==> config.mk <==
export PLATFORM = sky130hd
export DESIGN_NAME = wrr_arbiter_flat
export DESIGN_NICKNAME = d
export VERILOG_FILES = /design/src/rtl/wrr_arbiter_if.sv /design/src/rtl/wrr_arbiter.sv /design/src/flat_wrapper.sv
export SDC_FILE = /design/constraint.sdc
export NUM_CORES = 1
export LEC_CHECK = 0
export BUFFER_PORTS_ARGS = -buffer_cell sky130_fd_sc_hd__clkbuf_2
export CAP_MARGIN = 20
export CORE_MARGIN = 4
export CORE_UTILIZATION = 31
export DETAILED_ROUTE_END_ITERATION = 6
export PLACE_DENSITY = 0.58
export SYNTH_ARGS = -nofsm -noshare
export SYNTH_HDL_FRONTEND = slang
export SYNTH_SLANG_ARGS = --single-unit
==> constraint.sdc <==
create_clock -name clk -period 8.8 [get_ports clk]
set_clock_uncertainty 0.1 [all_clocks]
set_input_delay 0.44 -clock clk [delete_from_list [all_inputs] [get_ports clk]]
set_output_delay 0.44 -clock clk [all_outputs]
set_load 0.05 [all_outputs]
==> src/rtl/wrr_arbiter_if.sv <==
// -----------------------------------------------------------------------------
// wrr_arbiter_if
//   Bundles the requester-side and grant-side signals of the weighted
//   round-robin arbiter.
//   Parameters:
//     NUM_PORTS  number of requesters
//     WEIGHT_W   width of the per-port weight / credit counter
//   Signals:
//     request     [NUM_PORTS]           per-port request level
//     last        [NUM_PORTS]           per-port end-of-transaction flag (qualified by ack)
//     weight      [NUM_PORTS*WEIGHT_W]  per-port credits per tenure
//     ack                               downstream accepted a beat from the granted port
//     grant       [NUM_PORTS]           one-hot grant
//     select      [SEL_WIDTH]           index of the granted port
//     active                            a grant is held
//     credit_left [WEIGHT_W]            transactions remaining in the current tenure
//   Modports:
//     master  requester / downstream side (drives requests, sees grants)
//     slave   arbiter side (sees requests, drives grants)
// -----------------------------------------------------------------------------
interface wrr_arbiter_if #(
    parameter int NUM_PORTS = 8,
    parameter int WEIGHT_W  = 4
);
    localparam int SEL_WIDTH = (NUM_PORTS > 1) ? $clog2(NUM_PORTS) : 1;

    logic [NUM_PORTS-1:0]          request;
    logic [NUM_PORTS-1:0]          last;
    logic [NUM_PORTS*WEIGHT_W-1:0] weight;
    logic                          ack;
    logic [NUM_PORTS-1:0]          grant;
    logic [SEL_WIDTH-1:0]          select;
    logic                          active;
    logic [WEIGHT_W-1:0]           credit_left;

    modport master (
        output request, last, weight, ack,
        input  grant, select, active, credit_left
    );

    modport slave (
        input  request, last, weight, ack,
        output grant, select, active, credit_left
    );
endinterface

==> src/rtl/wrr_arbiter.sv <==
// -----------------------------------------------------------------------------
// wrr_arbiter
//   Weighted round-robin arbiter with transaction-level grant hold. A winner
//   is chosen circularly starting at the rotation pointer, keeps the grant for
//   'weight' completed transactions (0 counts as 1), then releases with a
//   one-cycle bubble and the pointer moves past it.
//   Ports:
//     clk    in  rising-edge clock
//     rstn   in  asynchronous active-low reset
//     bus    wrr_arbiter_if.slave: request/last/weight/ack in,
//            grant/select/active/credit_left out (all outputs registered)
// -----------------------------------------------------------------------------
module wrr_arbiter #(
    parameter int NUM_PORTS = 8,
    parameter int WEIGHT_W  = 4
) (
    input  logic           clk,
    input  logic           rstn,
    wrr_arbiter_if.slave   bus
);
    localparam int SEL_WIDTH = (NUM_PORTS > 1) ? $clog2(NUM_PORTS) : 1;
    localparam logic [WEIGHT_W-1:0]  CREDIT_ONE = WEIGHT_W'(1);
    localparam logic [NUM_PORTS-1:0] ONEHOT_0   = NUM_PORTS'(1);
    localparam logic [SEL_WIDTH-1:0] SEL_LAST   = SEL_WIDTH'(NUM_PORTS - 1);
    localparam logic [SEL_WIDTH-1:0] SEL_ONE    = SEL_WIDTH'(1);

    typedef enum logic [0:0] {
        ST_IDLE = 1'b0,
        ST_HOLD = 1'b1
    } state_t;

    state_t                 r_state;
    logic [NUM_PORTS-1:0]   r_grant;
    logic [SEL_WIDTH-1:0]   r_select;
    logic                   r_active;
    logic [WEIGHT_W-1:0]    r_credit;
    logic [SEL_WIDTH-1:0]   r_ptr;

    state_t                 w_state_nxt;
    logic [NUM_PORTS-1:0]   w_grant_nxt;
    logic [SEL_WIDTH-1:0]   w_select_nxt;
    logic                   w_active_nxt;
    logic [WEIGHT_W-1:0]    w_credit_nxt;
    logic [SEL_WIDTH-1:0]   w_ptr_nxt;

    logic                   w_found;
    logic [SEL_WIDTH-1:0]   w_winner;
    logic [SEL_WIDTH-1:0]   w_cand;
    int                     w_idx;
    logic                   w_release;
    logic [WEIGHT_W-1:0]    w_weight [NUM_PORTS];
    logic [WEIGHT_W-1:0]    w_win_weight;

    // Unpack the flat weight bus into a per-port array.
    for (genvar g = 0; g < NUM_PORTS; g++) begin : g_weight
        assign w_weight[g] = bus.weight[g*WEIGHT_W +: WEIGHT_W];
    end

    // Circular priority search: first requester at or after r_ptr.
    always_comb begin
        w_found  = 1'b0;
        w_winner = '0;
        w_cand   = '0;
        w_idx    = 0;
        for (int i = 0; i < NUM_PORTS; i++) begin
            w_idx = int'(r_ptr) + i;
            if (w_idx >= NUM_PORTS) begin
                w_idx = w_idx - NUM_PORTS;
            end else begin
                w_idx = w_idx;
            end
            w_cand = SEL_WIDTH'(w_idx);
            if (!w_found && bus.request[w_cand]) begin
                w_found  = 1'b1;
                w_winner = w_cand;
            end else begin
                w_found  = w_found;
            end
        end
    end

    // Weight of the winner; a zero weight still grants one transaction.
    always_comb begin
        if (w_weight[w_winner] == '0) begin
            w_win_weight = CREDIT_ONE;
        end else begin
            w_win_weight = w_weight[w_winner];
        end
    end

    // Next-state and next-output logic for the IDLE/HOLD machine.
    always_comb begin
        w_state_nxt  = r_state;
        w_grant_nxt  = r_grant;
        w_select_nxt = r_select;
        w_active_nxt = r_active;
        w_credit_nxt = r_credit;
        w_ptr_nxt    = r_ptr;
        w_release    = 1'b0;
        case (r_state)
            ST_IDLE: begin
                if (w_found) begin
                    w_state_nxt  = ST_HOLD;
                    w_grant_nxt  = ONEHOT_0 << w_winner;
                    w_select_nxt = w_winner;
                    w_active_nxt = 1'b1;
                    w_credit_nxt = w_win_weight;
                end else begin
                    w_state_nxt  = ST_IDLE;
                end
            end
            ST_HOLD: begin
                // A completed transaction takes precedence over an abort when
                // the request drops in the same cycle.
                if (bus.ack && bus.last[r_select]) begin
                    if (r_credit > CREDIT_ONE) begin
                        w_credit_nxt = r_credit - CREDIT_ONE;
                    end else begin
                        w_release = 1'b1;
                    end
                end else if (!bus.ack && !bus.request[r_select]) begin
                    w_release = 1'b1;
                end else begin
                    w_release = 1'b0;
                end
                if (w_release) begin
                    w_state_nxt  = ST_IDLE;
                    w_grant_nxt  = '0;
                    w_active_nxt = 1'b0;
                    w_credit_nxt = '0;
                    w_ptr_nxt    = (r_select == SEL_LAST) ? '0 : (r_select + SEL_ONE);
                end else begin
                    w_state_nxt  = ST_HOLD;
                end
            end
            default: begin
                w_state_nxt  = ST_IDLE;
                w_grant_nxt  = '0;
                w_active_nxt = 1'b0;
                w_credit_nxt = '0;
            end
        endcase
    end

    // State and output registers.
    always_ff @(posedge clk or negedge rstn) begin
        if (!rstn) begin
            r_state  <= ST_IDLE;
            r_grant  <= '0;
            r_select <= '0;
            r_active <= 1'b0;
            r_credit <= '0;
            r_ptr    <= '0;
        end else begin
            r_state  <= w_state_nxt;
            r_grant  <= w_grant_nxt;
            r_select <= w_select_nxt;
            r_active <= w_active_nxt;
            r_credit <= w_credit_nxt;
            r_ptr    <= w_ptr_nxt;
        end
    end

    assign bus.grant       = r_grant;
    assign bus.select      = r_select;
    assign bus.active      = r_active;
    assign bus.credit_left = r_credit;
endmodule
==> src/flat_wrapper.sv <==
// flat-port wrapper written by rule: the top's interface ports become plain ports
module wrr_arbiter_flat 
#(
    parameter int NUM_PORTS = 8,
    parameter int WEIGHT_W  = 4
)
  (clk, rstn, bus_request, bus_last, bus_weight, bus_ack, bus_grant, bus_select, bus_active, bus_credit_left);
  wrr_arbiter_if #(.NUM_PORTS(NUM_PORTS), .WEIGHT_W(WEIGHT_W)) bus_i ();
  input  logic clk;
  input  logic rstn;
  input wire logic [$bits(bus_i.request)-1:0] bus_request;
  input wire logic [$bits(bus_i.last)-1:0] bus_last;
  input wire logic [$bits(bus_i.weight)-1:0] bus_weight;
  input wire logic [$bits(bus_i.ack)-1:0] bus_ack;
  output wire logic [$bits(bus_i.grant)-1:0] bus_grant;
  output wire logic [$bits(bus_i.select)-1:0] bus_select;
  output wire logic [$bits(bus_i.active)-1:0] bus_active;
  output wire logic [$bits(bus_i.credit_left)-1:0] bus_credit_left;
  assign bus_i.request = bus_request;
  assign bus_i.last = bus_last;
  assign bus_i.weight = bus_weight;
  assign bus_i.ack = bus_ack;
  assign bus_grant = bus_i.grant;
  assign bus_select = bus_i.select;
  assign bus_active = bus_i.active;
  assign bus_credit_left = bus_i.credit_left;
  wrr_arbiter #(.NUM_PORTS(NUM_PORTS), .WEIGHT_W(WEIGHT_W)) u_core (.clk(clk), .rstn(rstn), .bus(bus_i));
endmodule
; After elaboration in Yosys (flattened, before gate mapping)
; Index checks and enable logic that the tools add are counted.
[word_totals]
register_bits = 20
input_bits = 51
output_inout_bits = 16
word_cells = 140
[classes]
n_addsub = 17
magnitude_cmp = 19
eq_ne = 5
shift = 1
mux = 67
bitwise_logic = 2
n_reduce_logical = 23
[op_table]
columns = op, n
row1 = $mux W3, 17
row2 = $lt A3 B4 Y1 const B, 9
row3 = $ge A4 B4 Y1 const B, 8
row4 = $bmux W1 S3, 10
row5 = $mux W4, 7
row6 = $mux W1, 26
row7 = $sub A3 B1 Y3 const B, 8
row8 = $add A3 B3 Y4 const B, 4
row9 = $mux W8, 2
row10 = $pmux W8 S2, 1
row11 = $bmux W4 S3, 1
row12 = $logic_and A1 B1 Y1, 9
row13 = $logic_not A1 Y1, 9
row14 = $add A3 B2 Y4 const B, 2
row15 = $pmux W4 S2, 1
row16 = $shl A1 B3 Y8 const A, 1
row17 = $ne A3 B3 Y1 const B, 2
row18 = $reduce_and A2 Y1, 3
row19 = $add A3 B1 Y4 const B, 1
row20 = $ge A3 B4 Y1 const B, 1
row21 = $gt A4 B1 Y1 const B, 1
row22 = $logic_not A4 Y1, 1
row23 = $not A3 Y4, 1
row24 = $pmux W1 S2, 2
row25 = other kinds (7), 7

; Longest topological paths before layout
; Gate-level depths: netlist of the first run.
[logic_depth]
ltp_word = 34
mapped_depth = 15
ltp_nobuf = 11

; Worst setup path after synthesis of the first run
; OpenSTA, ideal clock, no wires.
[synth_path]
path_type = register to register
startpoint = register u_core.r_ptr[1]
endpoint = register u_core.r_credit[0], in the netlist u_core.bus.credit_left[0]
setup_ns = 0.080
arrival_time_ns = 3.913
required_time_ns = 8.620
slack_ns = 4.706
stages_incl_launch_ff = 16
path_buffers = 4
period_less_slack_ns = 4.094
path_cell_list = dfrtp_1 -> clkbuf_8 -> clkbuf_8 -> inv_1 -> ha_1 -> buf_6 -> mux4_2 -> mux2_4 -> o211ai_1 -> a41oi_1 -> o32ai_4 -> buf_6 -> mux2i_1 -> mux2i_1 -> or4b_1 -> o211ai_2
[synth_between]
elab_chain_cells = 34
word_cells_on_any_way = 87
classes_between = 15 x add/sub / 8 x order compare / 1 x eq/ne / 46 x mux / 1 x bitwise / 16 x reduce/logical
[synth_rtl]
columns = element, line_no
row1 = "start, declared", wrr_arbiter.sv:37  ; logic [SEL_WIDTH-1:0] r_ptr;
row2 = "start signal, assigned", wrr_arbiter.sv:160  ; r_ptr <= w_ptr_nxt;
row3 = "parallel branches: the longest is 34 deep, another holds $add A3 B1 Y4", --
row4 = "end signal, assigned", wrr_arbiter.sv:159  ; r_credit <= w_credit_nxt;
row5 = "end, declared", wrr_arbiter.sv:36  ; logic [WEIGHT_W-1:0] r_credit;
; Several ways; the timed one is not identified. The select of a mux whose other input is x is not followed.
; A chain may end at the register's enable or synchronous reset.

; Final worst setup path of the first run
[layout_path]
startpoint = register u_core.r_ptr[0]
endpoint = register u_core.r_credit[0], in the netlist u_core.bus.credit_left[0]
; Same word-level chain as after synthesis.

==> flow_summary.yaml, run 1 <==
die:
  dieHeight_um: 98.4
  die-area_um2: 9690
  io-pin-count: 67
  core_area_um2: 7850
  rows: 32
  initial_utilization: 0.323
  die_x_um: 98.4
global_route:
  grt_start_max_net_pins: 23
  grt_pass1_wl_um: 11000
  antenna_found_initial: 0
  grt_pass1_vias: 2204
  overflow: 0
  track_usage: 0.134
drt:
  drc_errors: 0
  routedLengthMet1_um: 2990
  vias_per_cell: 5.66
  wl_met3_um: 395
  ant_nets: 0
  wire_per_inst_um: 16.8
  top_layer: "met4"
  drt_iter0_drc: 118
  dr_wl_met2_um: 3110
  dr.pass1.iters: 4
  wl_um: 6580
  route.vias.total: 2215
cells_and_area:
  nFillCells: 810
  seq_area_um2: 500
  layout.nets: 347
  multi_input_area_um2: 1850
  num_antenna_cells: 0
  area_growth_pct: 15.5
  final_layout_size_suffix_gt1_frac: 0.401
worst_setup_path:
  critPathLaunchType: "flop"
  critPathMaxFanout: 22
  crit_arrival_ps: 5360
  r2r.worst_path.cells: 11
  critPathRequiredTime_ps: 8880
  crit_type: "reg2reg"
  endpoint_kind: "flop"
cts:
  post_cts_buffers: 0
  clk_pin_slew_worst_paths_ps: 70
  cts_hold_buffers: 0
  cts_sinks: 20
  cts_buffers: 3
  cts_tree: "done"
  root_buffer: "clkbuf_8"
  cts_max_level: 1
  cts_max_path_buffers: 2
  cts_resized: 0
  clock_latency_ps: 250
run:
  max_cap_violations: 0
placement:
  hpwlAfterDp_um: 5140
  place.gp.congestion: 0.869
  dp_slack_ps: 3550
  io_buffers: 66
sta:
  fin_ws_ps: 3520
  hold-worst-slack_ps: 41.0
  setup-violations-final: 0
  tns_ps: 0
  fin_crit_sh: 0.600
  hold_viol: 0
  min_period_ps: 5280
  max_slew_margin: 0.372
  drv_slew: 0
  worstMarginPinSlew_ps: 942
  fmax_mhz: 189
  rsz0062_at_grt: "no"
yosys:
  syn_inst: 231
  yosys.area.top_type: "dfrtp_1"
  ys_seq_area_frac: 0.197
  ys_types: 61
  synth-seq-cells: 20
  synth_area_leaders: "dfrtp_1 (20%), mux2i_1 (13%), mux4_2 (12%)"
  syn_area_per_cell_um2: 11.0
  yosys_most_used_dff: "dfrtp_1"
  syn_nets: 288
  synth.top_cells.by_count: "mux2i_1 (33), dfrtp_1 (20), nand2_1 (16), nor2_1 (14)"
  yosysTopAreaCellShare: 0.197
  syn_area_um2: 2530
  synth-async-reset-ratio: 1.00
  yosysMostFrequentCell: "mux2i_1"
  synth_edf_count: 0
  yosys_warnings: 0
run_status:
  run_status: "complete, no violations"
min_path:
  min_path_type: "in2async"
-- layout make-up --
| cell class | count | area share |
|---|---|---|
| clock buffers | 4 | 0.0188 |
| inverters | 14 | 0.0188 |
| multi-input cells | 184 | 0.633 |
| flip-flops and latches | 20 | 0.171 |
| well taps | 102 | 0.0436 |
| repair buffers | 67 | 0.115 |
-- kinds of logic (layout without fill, tap and decap cells) --
group | count (synthesis) | in the layout | share of synthesized area
muxes | 67 | 67 | 0.375
AOI/OAI and AO/OA | 56 | 56 | 0.197
buffers and inverters | 27 | 85 | 0.0716
adders and majority gates | 6 | 6 | 0.0296
xor gates and xnor gates | 3 | 3 | 0.0133
DFF | 20 | 20 | 0.197
and+or+nand+nor | 52 | 52 | 0.116
-- cells in the final DEF (no fill, tap or decap), types with 2 or more instances in the layout --
cell	instances
clkbuf_2	66
mux2i_1	33
dfrtp_1	20
nand2_1	16
nor2_1	14
inv_1	13
mux4_2	13
mux2_2	10
o21ai_0	7
a211oi_1	6
a21oi_1	6
ha_1	6
mux4_1	5
mux2_1	4
nor3_1	4
o221ai_1	4
a22o_1	4
a32o_1	4
clkbuf_8	4
a221oi_1	3
nand4_2	2
a211o_1	2
o41ai_1	2
and2_1	2
o31ai_1	2
nand4_1	2
-- per-stage QoR --
| step | area [um2] | std cells | util |
|---|---|---|---|
| finish | 2930 | 391 | 0.373 |
| global route | 2930 | 391 | 0.373 |
| CTS | 2930 | 391 | 0.373 |
| detailed placement | 2870 | 387 | 0.366 |
| global placement | 2870 | 387 | 0.366 |
| floorplan | 2530 | 231 | - |
-- final timing paths --
kind	from	end	slack (ps)
max	u_core.r_ptr[0]	u_core.bus.credit_left[0]	3520
min	rstn	u_core.bus.grant[2]	40
max reg2reg	u_core.r_ptr[0]	u_core.bus.credit_left[0]	3520
min reg2reg	u_core.bus.grant[1]	u_core.bus.grant[1]	410
max in group asynchronous	rstn	u_core.bus.select[2]	8210
min in group clk	u_core.bus.grant[1]	u_core.bus.grant[1]	410
-- state kept, by name, summed over array words and instances (netlist names) --
name,cells
u_core.bus.grant,8
u_core.bus.credit_left,4
u_core.bus.select,3
u_core.r_ptr,3
u_core.bus.active,1
u_core.r_state,1
-- critical path, stage by stage, from the launching register on --
cell,delay [ps]
dfrtp_1,900
inv_1,360
ha_1,720
mux4_2,580
mux2_4,290
o211ai_1,220
a41oi_1,110
o32ai_4,850
mux2i_1,260
mux2i_1,110
or4_4,550
o211ai_2,140
-- per-layer routing --
layer / up-vias / GRT usage
li1: 1051 / -
met1: 1080 / 0.193
met2: 78 / 0.215
met3: 6 / 0.0226
met4: 0 / 0.0273
met5: - / 0
Power of run 1 is not shown: default switching activity piles up to over one toggle a cycle in this logic, so the estimate is an artifact.
==> run 2: changes to the inputs <==
PLACE_DENSITY = 0.6   (was 0.58)
clock period = 4.37 ns   (was 8.8 ns; I/O delays follow)
==> run 2 against run 1 <==
Largest cell class unchanged; fmax up 33%; flip-flop and latch count unchanged; register-to-register slack worse by 3100 ps; die area unchanged; worst hold slack better by 280 ps; critical endpoint unchanged; first-iteration DRC count down 19%; critical path depth up 2; count of clock-buffer cells in the layout down 1; cell area up 3.2%.
==> flow_summary.yaml, run 2 (synthesized netlist as in run 1, its figures left out) <==
run_status:
  run_status: "complete, no violations"
global_route:
  antenna_found_initial: 0
  grt_pass1_wl_um: 11200
  track_usage: 0.136
  grt_pass1_vias: 2290
  grt_start_max_net_pins: 22
  overflow: 0
worst_setup_path:
  endpoint: "u_core.bus.credit_left[0]"
  crit_family: "multiplexers"
  r2r.worst_path.cells: 13
  crit_type: "reg2reg"
  r2r_setup_slack_ps: 400
  critPathMaxFanout: 12
  critPathLaunchType: "flop"
  critical_path.max_stage_delay_ps: 530
  crit_buf_inv: 4
  regToRegStartpoint: "u_core.r_ptr[1]"
  endpoint_kind: "flop"
  crit_arrival_ps: 4000
  cp.depth: 13
  crit_start: "u_core.r_ptr[1]"
  crit_path_cell_trace: "inv_1, ha_1, buf_4, mux2i_1, mux4_1, a32o_2, a41oi_1, o32ai_4, buf_4, inv_4, mux4_2, a221oi_2, o211ai_2"
  critPathRequiredTime_ps: 4400
  worst_path_max_delay_cell: "mux4_1"
  crit_top_cell: "buf_4"
  timing.rr.end: "u_core.bus.credit_left[0]"
cts:
  cts_max_path_buffers: 2
  root_buffer: "clkbuf_8"
  cts_buffers: 3
  clk_pin_slew_worst_paths_ps: 80
  clock_latency_ps: 260
  cts_tree: "done"
  cts_max_level: 1
  cts_hold_buffers: 1
  post_cts_buffers: 0
  cts_resized: 0
  cts_sinks: 20
min_path:
  hold_start: "bus_weight[4]"
  min_path_type: "in2reg"
sta:
  hold_viol: 0
  tns_ps: 0
  min_period_ps: 3970
  setup-violations-final: 0
  worstMarginPinSlew_ps: 795
  rsz0062_at_grt: "no"
  fin_crit_sh: 0.909
  fmax_mhz: 252
  max_slew_margin: 0.470
  drv_slew: 0
drt:
  dr.pass1.iters: 4
  drt_iter0_drc: 96
  wire_per_inst_um: 16.7
  wl_um: 6690
  vias_per_cell: 5.61
  route.vias.total: 2248
  ant_nets: 0
  drc_errors: 0
cells_and_area:
  num_antenna_cells: 0
  area_growth_pct: 19.2
  largest_register_ffs: 8
  nFillCells: 816
  layout.nets: 357
  mostFrequentLayoutCell: "clkbuf_2"
  final_layout_size_suffix_gt1_frac: 0.418
  final_cell_mix: "clkbuf_2 (66), mux2i_1 (33), dfrtp_1 (20)"
run:
  max_cap_violations: 0
placement:
  hpwlAfterDp_um: 5310
  io_buffers: 66
  place.gp.congestion: 0.904
die:
  rows: 32
  core_area_um2: 7850
  die_x_um: 98.4
  io-pin-count: 67
  die-area_um2: 9690
  initial_utilization: 0.323
  dieHeight_um: 98.4
-- run 2: cell types whose count changed in the layout (fill, tap and decap cells not counted) --
cell           delta
buf_4             +9
bufinv_16         +1
clkbuf_8          -1
dlygate4sd3_1     +1
-- run 2: how the worst min path moves through the flow --
stage | end | depth (start not counted)
CTS | u_core.bus.credit_left[0] | 4
detailed placement | u_core.bus.grant[2] | 1
global route | u_core.bus.credit_left[0] | 4
global placement | u_core.bus.grant[1] | 1
floorplan | u_core.bus.active | 0
finish | u_core.bus.credit_left[0] | 4
-- run 2: worst reg2reg max path: cells and delay by family (launching register included) --
family | cells | cell delay [ps]
mux | 3 | 1210
compound gates | 5 | 1170
buf+inv | 4 | 670
flops | 1 | 380
fa+ha+maj | 1 | 290
-- run 2: stage by stage --
stage / instances / setup WS (ps) / hold WS (ps) / util / area (um2)
floorplan: 231 / 276 / -177 / - / 2530
global placement: 396 / 504 / 117 / 0.375 / 2940
detailed placement: 396 / 444 / 115 / 0.375 / 2940
CTS: 401 / 410 / 322 / 0.385 / 3020
global route: 401 / 194 / 327 / 0.385 / 3020
finish: 401 / 398 / 322 / 0.385 / 3020
-- run 2: layer usage --
| metal | vias to the layer above | GRT usage | part of all wire | wire length [um] |
|---|---|---|---|---|
| met1 | 1088 | 0.182 | 0.45 | 3000 |
| met4 | 0 | 0.0210 | 0.0063 | 42 |
| li1 | 1069 | - | - | - |
| met3 | 4 | 0.0297 | 0.062 | 418 |
| met5 | - | 0 | 0 | 0 |
| met2 | 87 | 0.230 | 0.48 | 3230 |
-- run 2: area by class of cell --
cell class / instances / area, um2 / share of cell area
Clock buffer: 3 / 41.3 / 0.0137
Timing Repair Buffer: 77 / 415 / 0.137
Sequential cell: 20 / 500 / 0.166
Inverter: 14 / 55.1 / 0.0182
Clock inverter: 1 / 30.0 / 0.00993
Tap cell: 102 / 128 / 0.0422
Multi-Input combinational cell: 184 / 1850 / 0.613
Power of run 2 is left out for the same reason.
